`config.mk`:
```
export PLATFORM = sky130hd
export DESIGN_NAME = fb_write_sched
export DESIGN_NICKNAME = d
export VERILOG_FILES = /design/src/rtl/fb_write_sched.sv
export SDC_FILE = /design/constraint.sdc
export NUM_CORES = 1
export LEC_CHECK = 0
export ABC_CLOCK_PERIOD_IN_PS = 3900
export BUFFER_PORTS_ARGS = -buffer_cell sky130_fd_sc_hd__buf_2
export CORE_MARGIN = 1.5
export CORE_UTILIZATION = 24
export CTS_CLUSTER_DIAMETER = 30
export CTS_CLUSTER_SIZE = 40
export DETAILED_ROUTE_END_ITERATION = 12
export GPL_TIMING_DRIVEN = 0
export PLACE_DENSITY = 0.56
export REMOVE_ABC_BUFFERS = 1
export SLEW_MARGIN = 20
export SYNTH_ARGS = -nofsm -noshare
export SYNTH_HDL_FRONTEND = slang
export SYNTH_SLANG_ARGS = --single-unit
```
`constraint.sdc`:
```
create_clock -name clk -period 3.9 [get_ports clk]
set_clock_uncertainty 0.2 [all_clocks]
set_input_delay 0.39 -clock clk [delete_from_list [all_inputs] [get_ports clk]]
set_output_delay 0.39 -clock clk [all_outputs]
set_load 0.005 [all_outputs]
```
`src/rtl/fb_write_sched.sv`:
```
// Framebuffer write-port scheduler: round-robin arbitration of two pixel writers,
// (x, y) to linear address conversion, and a full-frame fill sequencer.
module fb_write_sched #(
    parameter int H_RES = 640,
    parameter int V_RES = 480,
    parameter int AW    = 19,
    parameter int DW    = 16
) (
    input  logic          clk,
    input  logic          rstn,
    input  logic [1:0]    req_valid,
    output logic [1:0]    req_ready,
    input  logic [9:0]    req_x0,
    input  logic [9:0]    req_x1,
    input  logic [9:0]    req_y0,
    input  logic [9:0]    req_y1,
    input  logic [DW-1:0] req_d0,
    input  logic [DW-1:0] req_d1,
    input  logic          fill_start,
    input  logic [DW-1:0] fill_color,
    output logic          fill_busy,
    output logic          fill_done,
    output logic          oob,
    output logic [AW-1:0] w_addr,
    output logic [DW-1:0] w_data,
    output logic          we
);

    localparam logic [0:0]    ST_IDLE   = 1'b0;
    localparam logic [0:0]    ST_FILL   = 1'b1;
    localparam logic [AW-1:0] H_RES_W   = AW'(H_RES);
    localparam logic [10:0]   H_LIM     = 11'(H_RES);
    localparam logic [10:0]   V_LIM     = 11'(V_RES);
    localparam logic [AW-1:0] FILL_LAST = AW'(H_RES * V_RES - 1);

    logic [0:0]    state_r;
    logic          last_r;
    logic [DW-1:0] color_r;
    logic [AW-1:0] w_addr_r;
    logic [DW-1:0] w_data_r;
    logic          we_r;
    logic          fill_busy_r;
    logic          fill_done_r;
    logic          oob_r;

    logic [1:0]    grant_s;
    logic          sel_s;
    logic          hs_s;
    logic [9:0]    x_s;
    logic [9:0]    y_s;
    logic [DW-1:0] d_s;
    logic [AW-1:0] addr_s;
    logic          inb_s;

    // Round-robin grant; gated by reset so req_ready reads 0 while rstn is low.
    always_comb begin
        grant_s = 2'b00;
        if (rstn && (state_r == ST_IDLE) && !fill_start) begin
            case (req_valid)
                2'b01:   grant_s = 2'b01;
                2'b10:   grant_s = 2'b10;
                2'b11:   grant_s = last_r ? 2'b01 : 2'b10;
                default: grant_s = 2'b00;
            endcase
        end else begin
            grant_s = 2'b00;
        end
    end

    // Granted requester's coordinates, linear address and range check.
    always_comb begin
        sel_s  = grant_s[1];
        hs_s   = |grant_s;
        x_s    = sel_s ? req_x1 : req_x0;
        y_s    = sel_s ? req_y1 : req_y0;
        d_s    = sel_s ? req_d1 : req_d0;
        addr_s = AW'(y_s) * H_RES_W + AW'(x_s);
        inb_s  = ({1'b0, x_s} < H_LIM) && ({1'b0, y_s} < V_LIM);
    end

    // Scheduler state, pointer and registered write port; w_addr doubles as the fill counter.
    always_ff @(posedge clk or negedge rstn) begin
        if (!rstn) begin
            state_r     <= ST_IDLE;
            last_r      <= 1'b1;
            color_r     <= {DW{1'b0}};
            w_addr_r    <= {AW{1'b0}};
            w_data_r    <= {DW{1'b0}};
            we_r        <= 1'b0;
            fill_busy_r <= 1'b0;
            fill_done_r <= 1'b0;
            oob_r       <= 1'b0;
        end else begin
            we_r        <= 1'b0;
            fill_done_r <= 1'b0;
            oob_r       <= 1'b0;
            case (state_r)
                ST_IDLE: begin
                    if (fill_start) begin
                        state_r     <= ST_FILL;
                        color_r     <= fill_color;
                        fill_busy_r <= 1'b1;
                        we_r        <= 1'b1;
                        w_addr_r    <= {AW{1'b0}};
                        w_data_r    <= fill_color;
                    end else if (hs_s) begin
                        last_r <= sel_s;
                        if (inb_s) begin
                            we_r     <= 1'b1;
                            w_addr_r <= addr_s;
                            w_data_r <= d_s;
                        end else begin
                            oob_r <= 1'b1;
                        end
                    end else begin
                        state_r <= ST_IDLE;
                    end
                end
                ST_FILL: begin
                    if (w_addr_r == FILL_LAST) begin
                        state_r     <= ST_IDLE;
                        fill_busy_r <= 1'b0;
                        fill_done_r <= 1'b1;
                    end else begin
                        we_r     <= 1'b1;
                        w_addr_r <= w_addr_r + AW'(1'b1);
                        w_data_r <= color_r;
                    end
                end
                default: begin
                    state_r <= ST_IDLE;
                end
            endcase
        end
    end

    assign req_ready = grant_s;
    assign w_addr    = w_addr_r;
    assign w_data    = w_data_r;
    assign we        = we_r;
    assign fill_busy = fill_busy_r;
    assign fill_done = fill_done_r;
    assign oob       = oob_r;

endmodule
```
## After elaboration in Yosys (flattened, before gate mapping)

Cells that the tools add are included.

- Bitwise gates (word level): 2
- Mux-type cells: 32
- $mul: 1
- Order comparisons: 2
- Reduce and logical (&&, ||, !) cells: 9
- Eq/ne operators: 9
- Add/subtract/negate cells: 2

Operators by type and width:

| cell | count |
|---|---|
| $mux W16 | 5 |
| $mux W19 | 4 |
| $pmux W19 S2 | 1 |
| $pmux W16 S2 | 1 |
| $mux W10 | 2 |
| $add A19 B1 Y19 const B | 1 |
| $add A19 B10 Y19 | 1 |
| $eq A19 B19 Y1 const B | 1 |
| $mux W1 | 13 |
| $mul A10 B3 Y12 const B | 1 |
| $lt A10 B10 Y1 const B | 1 |
| $lt A10 B9 Y1 const B | 1 |
| $ne A3 B3 Y1 const B | 2 |
| $pmux W1 S2 | 3 |
| $pmux W2 S3 | 1 |
| $reduce_and A3 Y1 | 2 |
| $eq A2 B2 Y1 const B | 2 |
| $mux W2 | 2 |
| $ne A2 B2 Y1 const B | 2 |
| $reduce_and A2 Y1 | 2 |
| $logic_and A1 B1 Y1 | 3 |
| $eq A2 B1 Y1 const B | 1 |
| $ne A2 B1 Y1 const B | 1 |
| $not A1 Y1 | 2 |
| 2 further kinds | 2 |

- Logic and storage cells: 66
- Output and inout bits: 41
- Bits in registers: 57
- Bits of input ports: 93

## Logic depth before layout (Yosys ltp)

- Depth in word-level cells: 11
- Mapped depth: 17
- Depth with buffers taken out: 14

## Least setup slack after synthesis

No wires, ideal clock.

- Path kind: input -> register
- Start: input fill_start
- End: register w_addr_r[17] (netlist: w_addr[17])
- Slack: -158 ps
- Setup time: 83 ps
- Buffers on the path: 2
- Stages on the path: 16
- Required time: 3,617 ps
- Arrival time: 3,775 ps
- Cells stage by stage: and4bb_1 -> nand2_2 -> inv_2 -> buf_2 -> buf_2 -> mux2i_1 -> inv_1 -> ha_1 -> ha_1 -> fa_1 -> a211o_1 -> and2_1 -> o311ai_2 -> nand4b_1 -> xor2_1 -> o21ai_0

- Word-level cells in the longest chain between the ends: 10
- Elaborated cells on any way between the ends: 18
- Those cells by class: add/sub (1); mul (1); order compare (2); eq/ne (2); mux (7); reduce/logical (5)

Ends and longest elaborated chain:

| what | RTL line | RTL |
|---|---|---|
| start, declared | 19 | `input logic fill_start,` |
| $logic_not A1 Y1 | 58 | `if (rstn && (state_r == ST_IDLE) && !fill_start) begin` |
| $logic_and A1 B1 Y1 | 58 |  |
| $mux W2 | 58 |  |
| $mux W10 | 75 | `y_s = sel_s ? req_y1 : req_y0;` |
| $mul A10 B3 Y12 | 77 | `addr_s = AW'(y_s) * H_RES_W + AW'(x_s);` |
| $add A19 B10 Y19 | 77 |  |
| $mux W19 | 108 | `if (inb_s) begin` |
| $mux W19 | 106 | `end else if (hs_s) begin` |
| $mux W19 | 99 | `if (fill_start) begin` |
| $pmux W19 S2 | 97 | `case (state_r)` |
| end signal, assigned | 104 | `w_addr_r <= {AW{1'b0}};` |
| end signal, assigned | 110 | `w_addr_r <= addr_s;` |
| end signal, assigned | 126 | `w_addr_r <= w_addr_r + AW'(1'b1);` |
| end, declared | 39 | `logic [AW-1:0] w_addr_r;` |

Several ways; a longest one is shown, not always the timed one. The select of a mux whose other input is x is not followed.
A chain may end at the register's enable or synchronous reset.

## Final worst setup path

- Start: register state_r
- End: register w_addr_r[17] (netlist: w_addr[17])

- Word-level cells in the longest chain between the ends: 11
- Elaborated cells on any way between the ends: 20
- Those cells by class: add/sub (1); mul (1); order compare (2); eq/ne (3); mux (7); bitwise (1); reduce/logical (5)

Ends and longest elaborated chain:

| what | RTL line | RTL |
|---|---|---|
| start, declared | 36 | `logic [0:0] state_r;` |
| start signal, assigned | 84 | `state_r <= ST_IDLE;` |
| start signal, assigned | 100 | `state_r <= ST_FILL;` |
| start signal, assigned | 116 | `state_r <= ST_IDLE;` |
| $not A1 Y1 (no line) | -- |  |
| $logic_and A1 B1 Y1 (2 in a row) | 58 |  |
| $mux W2 | 58 |  |
| $mux W10 | 75 |  |
| $mul A10 B3 Y12 | 77 |  |
| $add A19 B10 Y19 | 77 |  |
| $mux W19 | 108 |  |
| $mux W19 | 106 |  |
| $mux W19 | 99 |  |
| $pmux W19 S2 | 97 |  |

Several ways; a longest one is shown, not always the timed one. The select of a mux whose other input is x is not followed.

==> flow_metrics.env <==
export IMPL_status="completed"
export IMPL_die_h_um=135
export IMPL_netlist_cell_type_count=68
export IMPL_numClockSinks=57
export IMPL_ant_nets=0
export IMPL_holdPathStages=2
export IMPL_dieArea_mm2=0.0181
export IMPL_rr_endpoint="w_addr[17]$_DFFE_PN0P_"
export IMPL_synth_area_leaders="dfrtp_1 (34%), nand2_1 (7.0%), ha_1 (5.1%), mux2_2 (4.6%), o21ai_0 (4.6%)"
export IMPL_ir_drop_mv=0.192
export IMPL_crit_arrival_ns=3.81
export IMPL_syn_inst=474
export IMPL_relSlewSlack_pct=33.0
export IMPL_cp_required_ns=3.94
export IMPL_ys_seq_elements=57
export IMPL_drt_total_wl_um=13900
export IMPL_diodes=0
export IMPL_drtPass1Iterations=5
export IMPL_async_flop_share_pct=100
export IMPL_worstPathMaxFanout=7
export IMPL_path_clk_slew_ns=0.06
export IMPL_yosys_area_top_type_share_pct=33.7
export IMPL_grt_antenna_before_repair=1
export IMPL_min_path_type="in -> reg"
export IMPL_vias_per_cell=4.86
export IMPL_layout_common_cells="buf_2 (132), nand2_1 (75), dfrtp_1 (55)"
export IMPL_synth_xor_area_share_pct=4.00
export IMPL_vias=4064
export IMPL_multi_input_comb_area_mm2=0.00272
export IMPL_num_io_pins=134
export IMPL_ys_seq_area_share_pct=34.3
export IMPL_drtIter0Drc=238
export IMPL_cpPeakStageDelay_ns=0.48
export IMPL_wl_per_cell_um=16.6
export IMPL_rows=47
export IMPL_port_buffer_count=133
export IMPL_fin_crit_sh_pct=96.5
export IMPL_endpoint="w_addr[17]$_DFFE_PN0P_"
export IMPL_synth_edf_count=0
export IMPL_drc_errors=0
export IMPL_rrSetupSlack_ns=0.14
export IMPL_whs_ns=0.114
export IMPL_cp_cell_sequence="and4bb_4 > nand2_8 > buf_8 > buf_12 > nand2_1 > nand2_2 > ha_2 > ha_4 > fa_2 > a211o_1 > and2_4 > o311ai_4 > nand4b_1 > xor2_1 > o21ai_0"
export IMPL_final_hold_viol_count=0
export IMPL_post_route_min_period_ns=3.76
export IMPL_ctsHtreeMaxLevel=3
export IMPL_p_leak_uw=0.00260
export IMPL_netlist_area_mm2=0.00416
export IMPL_cts_buffer_depth=2
export IMPL_place_hpwl_um=9140
export IMPL_cts_made_buffers=9
export IMPL_ff_latch_area_mm2=0.00143
export IMPL_cts_tree="built"
export IMPL_nets=724
export IMPL_initial_utilization_pct=24.8
export IMPL_clock_latency_ns=0.32
export IMPL_grt_pass1_vias=3869
export IMPL_avgSynthCellArea_um2=8.78
export IMPL_synthFlopType="dfrtp_1"
export IMPL_r2r_cells=15
export IMPL_end_kind="flop"
export IMPL_layout_setup_ws_ns=0.136
export IMPL_syn_to_final_growth_pct=35.7
export IMPL_yosys_area_share_simple_pct=21.2
export IMPL_synth_largest_area_cell="dfrtp_1"
export IMPL_tightestPinTransition_ns=1.00
export IMPL_drv_slew=0
export IMPL_core_area_mm2=0.0168
export IMPL_grt_use_total_pct=15.3
export IMPL_synth_compound_area_share_pct=21.7
export IMPL_mostFrequentLayoutCell="buf_2"
export IMPL_drive_gt1_share_pct=34.7
export IMPL_fmax_mhz=266
export IMPL_ys_warn_count=0
export IMPL_max_cap_viol_count=0
export IMPL_critical_path_class="reg -> reg"
export IMPL_synth_fa_ha_area_share_pct=6.07
export IMPL_synth_area_mux_share_pct=8.69
export IMPL_synth_top_family_by_area="compound AO/OA/AOI/OAI gates"
export IMPL_p_per_area_mw_per_mm2=373
export IMPL_grt_pass1_wl_um=21300
export IMPL_cp_slowest_cell="dfrtp_4"
export IMPL_critPathLaunch="state_r$_DFF_PN0_"
export IMPL_gp_congestion=0.799
export IMPL_die_width_um=135
export IMPL_critPathLaunchType="flop"
export IMPL_grt_overflow=0
export IMPL_grt_max_degree=46
export IMPL_n_fill_cell=1782
export IMPL_setup_violations=0
export IMPL_crit_reg2reg_launch="state_r$_DFF_PN0_"
export IMPL_root_buffer="clkbuf_16"
export IMPL_place_ws_ns=-1.75
==> routing by layer <==
layer	vias up	track usage, %	share of wire (%)
met5	-	0	0.050
met4	2	4.42	2.0
met3	22	4.24	6.8
met2	104	24.4	47
met1	1921	20.3	44
li1	2015	-	-
==> cell families after synthesis <==
kind of cell	Yosys count
mux	34
buf+inv	36
fa+ha+maj	19
flops	57
simple gates	178
xor+xnor	19
compound gates	131
==> sequential cells by signal (all words and copies together) (netlist names) <==
signal	flops
w_addr	19
color_r	16
w_data	16
fill_busy	1
fill_done	1
last_r	1
oob	1
state_r	1
we	1
==> synth_stat cells, types with 5 or more instances <==
cell type / number
o21ai_0: 38
mux2i_1: 17
clkbuf_1: 12
mux2_2: 17
a21o_1: 12
nand2_1: 78
buf_2: 9
nor2_1: 19
nand3_1: 27
nor2b_1: 8
dfrtp_1: 56
xor2_1: 7
nor3_1: 6
xnor2_1: 12
a222oi_1: 9
o211ai_1: 5
a211o_1: 6
inv_1: 10
a21oi_1: 25
a211oi_1: 5
ha_1: 17
==> worst min-delay path by stage <==
stage	start	slack, ns	to
after global routing	fill_color[10]	0.10	color_r[10]$_DFFE_PN0P_
after floorplan	rstn	-0.11	color_r[0]$_DFFE_PN0P_
after detailed placement	rstn	0.08	w_addr[9]$_DFFE_PN0P_
after CTS	fill_color[3]	0.10	color_r[3]$_DFFE_PN0P_
after global placement	w_data[7]$_DFFE_PN0P_	0.26	w_data[7]$_DFFE_PN0P_
final	fill_color[3]	0.11	color_r[3]$_DFFE_PN0P_
==> layout make-up <==
cell class	instances	share of cell area, %
Clock buffer	12	4.19
Clock inverter	4	0.355
Inverter	11	1.02
Multi-Input combinational cell	382	48.2
Sequential cell	57	25.3
Tap cell	220	4.87
Timing Repair Buffer	149	15.7
Timing Repair inverter	2	0.310
==> timing repair <==
item / CTS / global route
hold buffers: 2 / 0
resized for setup: 19 / 17
hold endpoints to repair: 12 / 0
gates cloned: 3 / 0
buffers inserted: 8 / 3
setup endpoints to repair: 26 / 5
pin swaps: 5 / 5
==> power by group <==
group	switching, uW	total, uW	internal (uW)
Clock	279	704	426
Combinational	284	593	308
Sequential	116	808	691
Total	679	2100	1430
==> through the flow <==
step	area [um^2]	total power [uW]	utilization [%]	std cells	TNS, ns
detailed placement	5070	1370	30.3	805	-14.20
CTS	5540	2110	33.1	834	0
global placement	4980	1360	29.7	802	-57.36
global route	5650	2240	33.7	837	-0.00603
floorplan	4040	1130	-	449	-3.91
finish	5650	2100	33.7	837	0
==> worst max-delay path: cells and delay by family (launching register included) <==
kind	cells	cell delay (ns)
XOR/XNOR	1	0.16
adder cells (fa/ha/maj)	3	0.71
AO/OA/AOI/OAI	3	0.82
flip-flops	1	0.48
AND/OR/NAND/NOR	6	0.98
buffers and inverters	2	0.31
Note: power is estimated with default switching activity, not from simulation.
